### src/rtl/serial_word_receiver.sv
// serial_word_receiver
//   Collects a framed serial bit stream into a WIDTH-bit word. Each frame is
//   shifted either MSB-first (left shift) or LSB-first (right shift). The
//   direction is latched on the first bit of the frame. The finished word is
//   handed to a one-word holding buffer with a valid/ready output port.
//
//   Optional feature macro: SERIAL_WORD_RECEIVER_PARITY_EN
//     Defined   : each frame carries WIDTH data bits plus one even-parity bit.
//                 A bad word is dropped and parity_err is set (sticky).
//     Undefined : frames are WIDTH bits; parity_err is tied to 0.
//
//   Handshake: word_valid high means word_out holds an undelivered word.
//   The consumer takes it on any rising edge where word_valid && word_ready.
//   While word_valid is high and the word is not taken, word_out is stable.
//
// Ports
//   clk, reset   : clock, synchronous active-high reset
//   bit_in       : serial data bit, sampled when bit_valid is high
//   bit_valid    : qualifies bit_in on this edge
//   msb_first    : 1 = left shift, 0 = right shift (latched per frame)
//   word_out     : holding-buffer contents
//   word_valid   : holding buffer full
//   word_ready   : consumer accepts the word
//   bit_count    : bits collected in the current frame
//   overrun      : sticky, a completed word was dropped (buffer full)
//   parity_err   : sticky, a frame failed its parity check
//   state_dbg    : current FSM state (0 = IDLE, 1 = SHIFT)
module serial_word_receiver #(
    parameter int WIDTH = 4
) (
    input  logic                       clk,
    input  logic                       reset,
    input  logic                       bit_in,
    input  logic                       bit_valid,
    input  logic                       msb_first,
    output logic [WIDTH-1:0]           word_out,
    output logic                       word_valid,
    input  logic                       word_ready,
    output logic [$clog2(WIDTH+1)-1:0] bit_count,
    output logic                       overrun,
    output logic                       parity_err,
    output logic                       state_dbg
);

    localparam int CW = $clog2(WIDTH + 1);
`ifdef SERIAL_WORD_RECEIVER_PARITY_EN
    // The frame completes on the parity bit, which follows the data bits.
    localparam int LAST = WIDTH;
`else
    localparam int LAST = WIDTH - 1;
`endif

    // Frame completion is handled on the edge that samples the final bit,
    // so the FSM never rests in a separate completion state.
    typedef enum logic {
        IDLE  = 1'b0,
        SHIFT = 1'b1
    } state_t;

    state_t            state_q, state_d;
    logic [WIDTH-1:0]  sr_q, sr_d;
    logic              dir_q, dir_d;
    logic [CW-1:0]     cnt_d;
    logic [WIDTH-1:0]  word_d;
    logic              valid_d;
    logic              overrun_d;
    logic              dir;
    logic              last_bit;
    logic              accept;
    logic              good;
    logic [WIDTH-1:0]  shifted;
    logic [WIDTH-1:0]  assembled;
`ifdef SERIAL_WORD_RECEIVER_PARITY_EN
    logic              perr_d;
`endif

    always_comb begin
        state_d   = state_q;
        sr_d      = sr_q;
        dir_d     = dir_q;
        cnt_d     = bit_count;
        word_d    = word_out;
        valid_d   = word_valid;
        overrun_d = overrun;
`ifdef SERIAL_WORD_RECEIVER_PARITY_EN
        perr_d    = parity_err;
`endif

        // The first bit of a frame uses the live msb_first; later bits use
        // the latched direction so mid-frame changes are ignored.
        dir      = (state_q == IDLE) ? msb_first : dir_q;
        shifted  = dir ? {sr_q[WIDTH-2:0], bit_in} : {bit_in, sr_q[WIDTH-1:1]};
        last_bit = bit_valid && (bit_count == CW'(LAST));
        accept   = word_valid && word_ready;

`ifdef SERIAL_WORD_RECEIVER_PARITY_EN
        // Data bits are already in sr when the parity bit arrives.
        assembled = sr_q;
        good      = ~((^sr_q) ^ bit_in);
`else
        assembled = shifted;
        good      = 1'b1;
`endif

        if (accept) begin
            valid_d = 1'b0;
        end

        if (bit_valid) begin
            case (state_q)
                IDLE: begin
                    dir_d   = msb_first;
                    sr_d    = shifted;
                    cnt_d   = CW'(1);
                    state_d = SHIFT;
                end
                SHIFT: begin
                    // Only data bits enter sr; a parity bit arrives at count WIDTH.
                    if (bit_count < CW'(WIDTH)) begin
                        sr_d = shifted;
                    end
                    if (last_bit) begin
                        cnt_d   = '0;
                        state_d = IDLE;
                        if (good) begin
                            // A buffer drained on this same edge can take the new word.
                            if (!word_valid || word_ready) begin
                                word_d  = assembled;
                                valid_d = 1'b1;
                            end else begin
                                overrun_d = 1'b1;
                            end
                        end else begin
`ifdef SERIAL_WORD_RECEIVER_PARITY_EN
                            perr_d = 1'b1;
`endif
                        end
                    end else begin
                        cnt_d = bit_count + 1'b1;
                    end
                end
                default: state_d = IDLE;
            endcase
        end
    end

    always_ff @(posedge clk) begin
        if (reset) begin
            state_q    <= IDLE;
            sr_q       <= '0;
            dir_q      <= 1'b0;
            bit_count  <= '0;
            word_out   <= '0;
            word_valid <= 1'b0;
            overrun    <= 1'b0;
        end else begin
            state_q    <= state_d;
            sr_q       <= sr_d;
            dir_q      <= dir_d;
            bit_count  <= cnt_d;
            word_out   <= word_d;
            word_valid <= valid_d;
            overrun    <= overrun_d;
        end
    end

`ifdef SERIAL_WORD_RECEIVER_PARITY_EN
    always_ff @(posedge clk) begin
        if (reset) begin
            parity_err <= 1'b0;
        end else begin
            parity_err <= perr_d;
        end
    end
`else
    assign parity_err = 1'b0;
`endif

    assign state_dbg = state_q;

endmodule

### config.mk
export PLATFORM = sky130hd
export DESIGN_NAME = serial_word_receiver
export DESIGN_NICKNAME = d
export VERILOG_FILES = /design/src/rtl/serial_word_receiver.sv
export SDC_FILE = /design/constraint.sdc
export NUM_CORES = 1
export LEC_CHECK = 0
export ABC_AREA = 1
export CORE_MARGIN = 1
export CORE_UTILIZATION = 50
export CTS_CLUSTER_DIAMETER = 60
export CTS_CLUSTER_SIZE = 40
export DETAILED_ROUTE_END_ITERATION = 6
export HOLD_SLACK_MARGIN = 0.02
export PLACE_DENSITY = 0.8
export SETUP_SLACK_MARGIN = 0.02
export SLEW_MARGIN = 5
export SYNTH_ARGS = -nofsm -noshare
export SYNTH_HDL_FRONTEND = slang
export SYNTH_SLANG_ARGS = --single-unit
### constraint.sdc
create_clock -name clk -period 2.5 [get_ports clk]
set_input_delay 0.5 -clock clk [delete_from_list [all_inputs] [get_ports clk]]
set_output_delay 0.5 -clock clk [all_outputs]
set_load 0.02 [all_outputs]
==> results.toml <==
[cts]
cts_buffers = 3
numClockSinks = 15
clock-root-buffer = "clkbuf_4"
cts_hold_buf = 0
cts_setup_buffers = 0
clk_latency_ps = 280
cts_tree = "built"
clk_pin_slew_ps = 80
cts_resized = 0
clockBufferDepth = 2
htreeDepth = 1

[finish]
regArea_um2 = 300
antenna_cells = 0
nets = 132
syn_to_final_growth_pct = 25.7
fillerInstances = 118
layout-drive-gt1-share = 0.0484
multi_input_area_um2 = 339

[die]
die_area_um2 = 1580
rows = 13
die_height_um = 39.8
start_util = 0.542
dieWidth_um = 39.8
coreArea_um2 = 1320
io_pins = 17

[sta]
fin_crit_sh = 0.768
rsz0062_at_grt = "no"
whs_ps = 474
post-route-min-period_ps = 1920
skew_ps = 0.596
setup_viol = 0
drv_slew = 0
fin_setup_tns_ps = 0
hold_viol_final = 0
max_freq_mhz = 521

[hold_path]
hold_path.startpoint = "overrun"
hp-class = "reg2reg"

[synth]
synth_xor_area_frac = 0
synth_top_family_by_area = "simple AND/OR/NAND/NOR gates"
synth-seq-area-share = 0.420
synth_compound_area_frac = 0.0788
synthesis.instances = 107
yosysUniqueCellTypes = 15
synth_fa_ha_area_frac = 0.0175
synthSimpleGateAreaFrac = 0.373
syn_area_per_cell_um2 = 6.68
yosys_warnings = 0
synthMuxAreaShare = 0
netlist_area_um2 = 714
synth_seq_cells = 15
synth_fp_nets = 114

[run]
maxCapViolCount = 0

[global_route]
gr-total-overflow = 0
grt_max_degree = 9
antenna_found_initial = 0
grt_pass1_vias = 545
grt_pass1_wl_um = 2080
track_usage = 0.197

[setup_path]
cp_top_family = "buffers and inverters"
crit_path_top_delay_cell = "clkdlybuf4s50_1"
worst-path-buf-inv = 1
cpPeakStageDelay_ps = 660
crit_start = "state_dbg"
required_ps = 2000
crit_path_end_kind = "output pin"
crit_fanout = 7
arrival_ps = 1420
crit_chain = "clkdlybuf4s50_1"
rr_startpoint = "bit_count[0]"
crit_type = "reg2out"
start_kind = "flip-flop"

[placement]
numPortBuffers = 15
place_congestion = 0.846
hpwlAfterDp_um = 1030

[detailed_routing]
first_pass_iters = 4
drc_errors = 0
drtIter0Drc = 11
antenna_left = 0
vias = 661
routed_wl_um = 1330
wl_per_cell_um = 9.53
viasPerCell = 4.76

[pwr]
power.switching_uw = 118
pwr-share-seq = 0.562
p_int_uw = 337
power_per_cell_area_nw_per_um2 = 506
combPwrFrac = 0.143
swShare = 0.259
clockPowerShare = 0.294
vdd_ir_drop_max_mv = 0.407
leakagePower_uw = 0.000444

[status]
status = "completed"
==> layout by cell type (no fill, tap or decap), types with 2 or more instances in the layout <==
master	instances
o211ai_1	2
dfxtp_1	15
a21oi_1	4
clkdlybuf4s50_1	15
nor2_1	21
clkbuf_4	3
nand2_1	28
nand3_1	13
inv_1	16
==> cells in the mapped netlist <==
cell type / n / area share
nand2_1: 28 / 0.15
nor2_1: 21 / 0.11
inv_1: 16 / 0.084
dfxtp_1: 15 / 0.42
nand3_1: 13 / 0.091
a21oi_1: 4 / 0.028
o211ai_1: 2 / 0.021
a21oi_4: 1 / 0.023
buf_4: 1 / 0.011
clkbuf_1: 1 / 0.0052
conb_1: 1 / 0.0052
ha_1: 1 / 0.018
inv_2: 1 / 0.0052
nand3_4: 1 / 0.025
o21ai_0: 1 / 0.0070
==> cell type report <==
class                           count  share of cell area
Clock buffer                        4              0.0292
Sequential cell                    15               0.334
Timing Repair Buffer               15               0.167
Tap cell                           15              0.0209
Inverter                           17              0.0710
Multi-Input combinational cell     73               0.377
==> cell families (layout without fill, tap and decap cells) <==
family / Yosys count / count (layout)
fa+ha+maj: 1 / 1
flops: 15 / 15
compound gates: 8 / 8
buf+inv: 19 / 36
simple gates: 63 / 63
other cells: 1 / 1
==> routing by layer <==
layer	share of wire	vias up	global-route usage
met2	0.46	17	0.340
met1	0.49	282	0.235
met5	0	-	0
met3	0.033	2	0.0341
met4	0.017	0	0.0776
li1	-	360	-
==> power groups by stage <==
stage	clock network (µW)	registers, µW	logic (µW)
2_1_floorplan	0	264	40.3
3_3_place_gp	0	261	64.0
3_5_place_dp	0	261	65.3
4_1_cts	139	256	65.4
5_1_grt	147	257	73.1
6_report	134	256	65.1
==> flip-flops by register name, indices dropped and copies added (netlist names) <==
name,cells
dir_q,1
word_valid,1
sr_q,4
word_out,4
bit_count,3
overrun,1
state_dbg,1
==> final timing paths <==
kind	endpoint	slack, ps	cells after the start
max	state_dbg	580	1
min	overrun	470	2
max reg2reg	word_out[2]	1270	7
min reg2reg	overrun	470	2
==> through the flow <==
| stage | power [µW] | std cells | util | cell area, µm² | setup slack, ps |
|---|---|---|---|---|---|
| floorplan | 304 | 107 | - | 714 | 1250 |
| CTS | 461 | 139 | 0.682 | 898 | 571 |
| global placement | 325 | 135 | 0.662 | 872 | 794 |
| finish | 455 | 139 | 0.682 | 898 | 579 |
| detailed placement | 327 | 135 | 0.662 | 872 | 761 |
| global route | 477 | 139 | 0.682 | 898 | 527 |
Power figures use the tool's default switching activity.
